$ cat src/rtl/fp_mult_arbiter.sv
// Round-robin arbiter sharing one FP multiplier core between two requesters.
// Optional BUSY watchdog enabled by defining FPARB_TIMEOUT_EN.
module fp_mult_arbiter #(
  parameter int unsigned WIDTH          = 32,
  parameter int unsigned TIMEOUT_CYCLES = 64
) (
  input  logic             clk,
  input  logic             rst,
  input  logic             req0,
  input  logic [WIDTH-1:0] a0,
  input  logic [WIDTH-1:0] b0,
  output logic             ack0,
  output logic             resValid0,
  input  logic             req1,
  input  logic [WIDTH-1:0] a1,
  input  logic [WIDTH-1:0] b1,
  output logic             ack1,
  output logic             resValid1,
  output logic [WIDTH-1:0] res,
  output logic             timeout,
  output logic [WIDTH-1:0] fpA,
  output logic [WIDTH-1:0] fpB,
  output logic             fpStart,
  input  logic             fpDone,
  input  logic [WIDTH-1:0] fpResult,
  output logic             busy
);

  typedef enum logic [3:0] {
    S_IDLE    = 4'b0001,
    S_ISSUE   = 4'b0010,
    S_BUSY    = 4'b0100,
    S_DELIVER = 4'b1000
  } state_t;

  state_t           r_state;
  state_t           w_state_nxt;
  logic             r_owner;
  logic             r_last_grant;
  logic [WIDTH-1:0] r_fpa;
  logic [WIDTH-1:0] r_fpb;
  logic [WIDTH-1:0] r_res;
  logic             w_grant;
  logic             w_owner_sel;
  logic             w_to_hit;

  // Round-robin pick: a tie goes to the port that did not win last time
  always_comb begin
    w_grant     = req0 | req1;
    w_owner_sel = (req0 & req1) ? ~r_last_grant : req1;
  end

`ifdef FPARB_TIMEOUT_EN
  localparam int unsigned CNT_W = $clog2(TIMEOUT_CYCLES + 1);

  logic [CNT_W-1:0] r_cnt;
  logic [CNT_W-1:0] w_cnt_inc;
  logic             r_to;

  // A done arriving on the limit cycle takes priority over the abort
  always_comb begin
    w_cnt_inc = r_cnt + CNT_W'(1);
    w_to_hit  = (r_state == S_BUSY) && !fpDone &&
                (w_cnt_inc == CNT_W'(TIMEOUT_CYCLES));
  end

  always_ff @(posedge clk) begin
    if (rst) begin
      r_cnt <= '0;
      r_to  <= 1'b0;
    end else if (r_state == S_ISSUE) begin
      r_cnt <= '0;
    end else if (r_state == S_BUSY) begin
      r_cnt <= w_cnt_inc;
      r_to  <= w_to_hit;
    end
  end
`else
  logic w_unused_timeout;

  always_comb begin
    w_to_hit         = 1'b0;
    w_unused_timeout = (TIMEOUT_CYCLES == 0);
  end
`endif

  // State register
  always_ff @(posedge clk) begin
    if (rst) begin
      r_state <= S_IDLE;
    end else begin
      r_state <= w_state_nxt;
    end
  end

  // Next-state logic
  always_comb begin
    w_state_nxt = r_state;
    case (r_state)
      S_IDLE:    if (w_grant) w_state_nxt = S_ISSUE;
      S_ISSUE:   w_state_nxt = S_BUSY;
      S_BUSY:    if (fpDone || w_to_hit) w_state_nxt = S_DELIVER;
      S_DELIVER: w_state_nxt = S_IDLE;
      default:   w_state_nxt = S_IDLE;
    endcase
  end

  // Operand capture at grant, result capture while waiting on the core
  always_ff @(posedge clk) begin
    if (rst) begin
      r_owner      <= 1'b0;
      r_last_grant <= 1'b1;
      r_fpa        <= '0;
      r_fpb        <= '0;
      r_res        <= '0;
    end else begin
      case (r_state)
        S_IDLE: begin
          if (w_grant) begin
            r_owner      <= w_owner_sel;
            r_last_grant <= w_owner_sel;
            r_fpa        <= w_owner_sel ? a1 : a0;
            r_fpb        <= w_owner_sel ? b1 : b0;
          end
        end
        S_BUSY: begin
          if (fpDone) begin
            r_res <= fpResult;
          end else if (w_to_hit) begin
            r_res <= '0;
          end
        end
        default: ;
      endcase
    end
  end

  // Moore output decode
  always_comb begin
    ack0      = 1'b0;
    ack1      = 1'b0;
    resValid0 = 1'b0;
    resValid1 = 1'b0;
    fpStart   = 1'b0;
    timeout   = 1'b0;
    busy      = (r_state != S_IDLE);
    fpA       = r_fpa;
    fpB       = r_fpb;
    res       = r_res;
    if (r_state == S_ISSUE) begin
      fpStart = 1'b1;
      ack0    = ~r_owner;
      ack1    = r_owner;
    end
    if (r_state == S_DELIVER) begin
      resValid0 = ~r_owner;
      resValid1 = r_owner;
`ifdef FPARB_TIMEOUT_EN
      timeout   = r_to;
`endif
    end
  end

endmodule

$ cat config.mk
export PLATFORM = sky130hd
export DESIGN_NAME = fp_mult_arbiter
export DESIGN_NICKNAME = d
export VERILOG_FILES = /design/src/rtl/fp_mult_arbiter.sv
export SDC_FILE = /design/constraint.sdc
export NUM_CORES = 1
export LEC_CHECK = 0
export BUFFER_PORTS_ARGS = -buffer_cell sky130_fd_sc_hd__buf_4
export CELL_PAD_IN_SITES_DETAIL_PLACEMENT = 1
export CELL_PAD_IN_SITES_GLOBAL_PLACEMENT = 2
export CORE_MARGIN = 3
export CORE_UTILIZATION = 25
export DETAILED_ROUTE_END_ITERATION = 10
export GPL_TIMING_DRIVEN = 0
export MAX_ROUTING_LAYER = met4
export PLACE_DENSITY_LB_ADDON = 0.1
export SLEW_MARGIN = 40
export SYNTH_ARGS = -nofsm -noshare
export SYNTH_HDL_FRONTEND = slang
export SYNTH_SLANG_ARGS = --single-unit
$ cat constraint.sdc
create_clock -name clk -period 2.2 [get_ports clk]
set_clock_uncertainty 0.2 [all_clocks]
set_input_delay 0.44 -clock clk [delete_from_list [all_inputs] [get_ports clk]]
set_output_delay 0.44 -clock clk [all_outputs]
set_load 0.02 [all_outputs]
==> out/qor_table.md <==
| Parameter | This run |
| --- | --- |
| Setup CP Type | reg2out |
| Main combinational cell family by area after synthesis | compound AO/OA/AOI/OAI gates |
| Max Freq | 471.7 MHz |
| Worst reg-to-reg setup slack | 0.23 ns |
| Post-synthesis share of cell area spent on full adders, half adders and majority gates | 0% |
| Drt initial violations | 173 |
| Required arrival time at the worst endpoint | 1.56 ns |
| Area of the die | 0.02143 mm^2 |
| Simple-Gate Fraction of Synth Area | 10.99% |
| Total of buffers placed on input and output ports | 265 |
| Critical path's largest stage delay | 0.35 ns |
| Final count of pins violating max slew | 0 |
| Clock Sinks | 102 |
| Final net count | 921 |
| Die span in x | 146.4 um |
| Post-CTS Setup Inserts | 0 |
| Detailed Place HPWL | 14.00 mm |
| Hold_ws | 0.1547 ns |
| Drt total wl | 17.88 mm |
| Area of the mapped netlist | 0.004928 mm^2 |
| Site row count | 50 |
| Reg clk slew, reported paths | 0.07 ns |
| Fin. Hold Viols | 0 |
| Initial cell density of the core | 25.91% |
| Mapped Avg Cell Area | 10.25 um^2 |
| CTS tree | built |
| List of cells traversed by the critical path | clkbuf_4 -> nor4b_4 -> inv_1 -> buf_4 |
| I/O pin cnt | 268 |
| Post-CTS Resized | 0 |
| Min cycle time layout | 2.120 ns |
| Net count after synthesis | 646 |
| Remaining design rule violation count | 0 |
| CTS root buffer | sky130_fd_sc_hd__clkbuf_16 |
| Cell leakage power | 0.003129 uW |
| Final setup violation count | 0 |
| First-pass GRT wire length | 27.42 mm |
| Number of global-route vias before repair | 5053 |
| Gr ovfl total | 0 |
| Maximum capacitance violations | 0 |
| Worst Hold Class | in2reg |
| Crit path buffers/inverters | 3 |
| Vias/cell | 4.633 |
| Complex-gate fraction of the synthesized area | 30.16% |
| Synth Instances | 481 |
| Yosys reg bits | 102 |
| Post-synthesis xor/xnor area fraction | 0% |
| Share of the clock period used by the worst path | 96.37% |
| H-tree depth | 3 |
| TritonCTS buffer count | 9 |
| Proportion of layout cells with a drive suffix above 1 | 46.78% |
| Maximum VDD drop | 0.0003762 V |
| Antenna diode count | 0 |
| Routability congestion estimate | 0.7682 |
| Final worst setup slack | 0.07990 ns |
| Ratio of total power to cell area | 730.6 mW/mm^2 |
| Post-route core utilization | 39.69% |
| Proportion of synthesized chip area in sequential cells | 41.43% |
| Cts hold-fix bufs | 0 |
| GRT Util Overall | 16.46% |
| First-pass DRT Iterations | 4 |
| Vias | 4730 |
| Worst-case headroom to the max-slew limit | 51.24% |
| Multiplexer share of the synthesized area | 6.702% |
| Crit-path leading delay family | buffers and inverters |
| Number of antenna violations at the first check in global routing | 0 |
| Setup repair after global routing missed its margin | no |
| Growth of design area from synthesis to finish | 53.16% |
| Transition at the pin with the smallest max-transition slack | 0.7314 ns |
| Max stage delay cell, worst path | sky130_fd_sc_hd__nor4b_4 |
| Fill cell count | 2253 |
| Post-detailed-route wirelength per cell | 17.52 um |
| TNS Setup | 0 ns |
| Top fanout value on the critical path | 8 |
| Number of different library cells in the post-synthesis netlist | 27 |
| Kind of end point of the critical path | output port |
| Floorplan core area | 0.01902 mm^2 |
| Height of the die | 146.4 um |
| Status | completed |
| Remaining number of nets flagged by the antenna check after routing | 0 |
| Maximum clock insertion buffer count | 2 |
| Arrival @ worst endpoint | 1.48 ns |
| Yosys warns | 0 |
| Clock latency of the later-clocked register in the worst-skew pair | 0.35 ns |
| Critical Path Source Type | flip-flop |
| Minimum setup slack after placement | -0.2473 ns |
| Largest net degree at the start of global routing | 17 |
-- per-stage QoR --
step | power, uW | area, um^2 | cells
final | 5515 | 7548 | 1021
after global routing | 5830 | 7548 | 1021
after CTS | 5638 | 7545 | 1022
after detailed placement | 3929 | 7243 | 1006
after global placement | 3901 | 7243 | 1006
after floorplan | 3171 | 4928 | 481
-- placed cells by master, fill, tap and decap left out, types with 2 or more instances in the layout --
cell and instances:
sky130_fd_sc_hd__buf_2 13, sky130_fd_sc_hd__nor2_1 5, sky130_fd_sc_hd__nor2b_1 2, sky130_fd_sc_hd__clkbuf_1 36
sky130_fd_sc_hd__mux2i_1 33, sky130_fd_sc_hd__buf_4 267, sky130_fd_sc_hd__inv_1 66, sky130_fd_sc_hd__buf_6 5
sky130_fd_sc_hd__a21oi_1 2, sky130_fd_sc_hd__a221oi_1 14, sky130_fd_sc_hd__nand2_1 3, sky130_fd_sc_hd__nor4_1 2
sky130_fd_sc_hd__clkinvlp_4 2, sky130_fd_sc_hd__o32ai_1 64, sky130_fd_sc_hd__dfxtp_1 102, sky130_fd_sc_hd__a221oi_2 50
sky130_fd_sc_hd__nand2b_1 66, sky130_fd_sc_hd__clkbuf_16 9, sky130_fd_sc_hd__o21ai_0 4
-- synth_stat cells, drive strengths merged --
cell type	number	area, um^2
a221oi	64	873.3
and3	1	6.260
nand2b	66	412.9
clkbuf	36	135.1
nor2b	2	12.51
o21ai	5	25.02
dfxtp	102	2042
conb	1	3.750
a21oi	2	10.01
a21bo	1	10.01
or2	1	6.260
nand2	3	11.26
mux2i	33	330.3
o211ai	1	7.510
nor2	5	18.77
inv	66	247.7
o32ai	64	560.5
and2	1	6.260
buf	21	141.4
nor3	2	10.01
nor4b	1	23.77
nor4	3	33.78
-- worst min-delay path: stages --
cell and delay (ns):
sky130_fd_sc_hd__buf_4 0.11, sky130_fd_sc_hd__nand2b_1 0.05, sky130_fd_sc_hd__mux2i_1 0.06
-- sequential cells by signal, indices dropped and copies added, names as in the netlist --
register,flops
fpA,32
fpB,32
res,32
r_state,4
r_last_grant,1
r_owner,1
-- logic make-up after synthesis --
kind of cell	after synthesis
other cells	1
simple gates	85
buf+inv	123
compound gates	137
mux	33
flops	102
-- metal layers --
metal | wire, um | up-vias | track usage (%)
li1 | - | 2335 | -
met1 | 7780 | 2206 | 19.71
met2 | 8514 | 170 | 26.67
met3 | 1270 | 19 | 4.873
met4 | 317 | 0 | 5.268
met5 | 0 | - | -
-- cell type report --
type	count	area [um^2]	area share, %
multi-input cells	256	2367	31.36
flip-flops and latches	102	2042	27.05
repair buffers	265	1989	26.36
well taps	260	325.3	4.310
plain buffers	56	275.3	3.647
inverters	66	247.7	3.282
clock buffers	11	242.7	3.216
clock inverters	5	58.81	0.7790
-- worst paths after layout --
| path | to | cells after the start | start |
|---|---|---|---|
| max | busy | 4 | r_state[1] |
| min | res[8] | 3 | fpResult[8] |
| max reg2reg | fpA[19] | 5 | r_last_grant |
| min reg2reg | fpB[29] | 2 | fpB[29] |
-- where the power goes --
part | switching [uW] | total, uW | internal (uW)
registers | 102 | 2140 | 2040
clock network | 742 | 1660 | 916
logic | 937 | 1720 | 780
No activity file was read; power rests on OpenSTA's default activity.
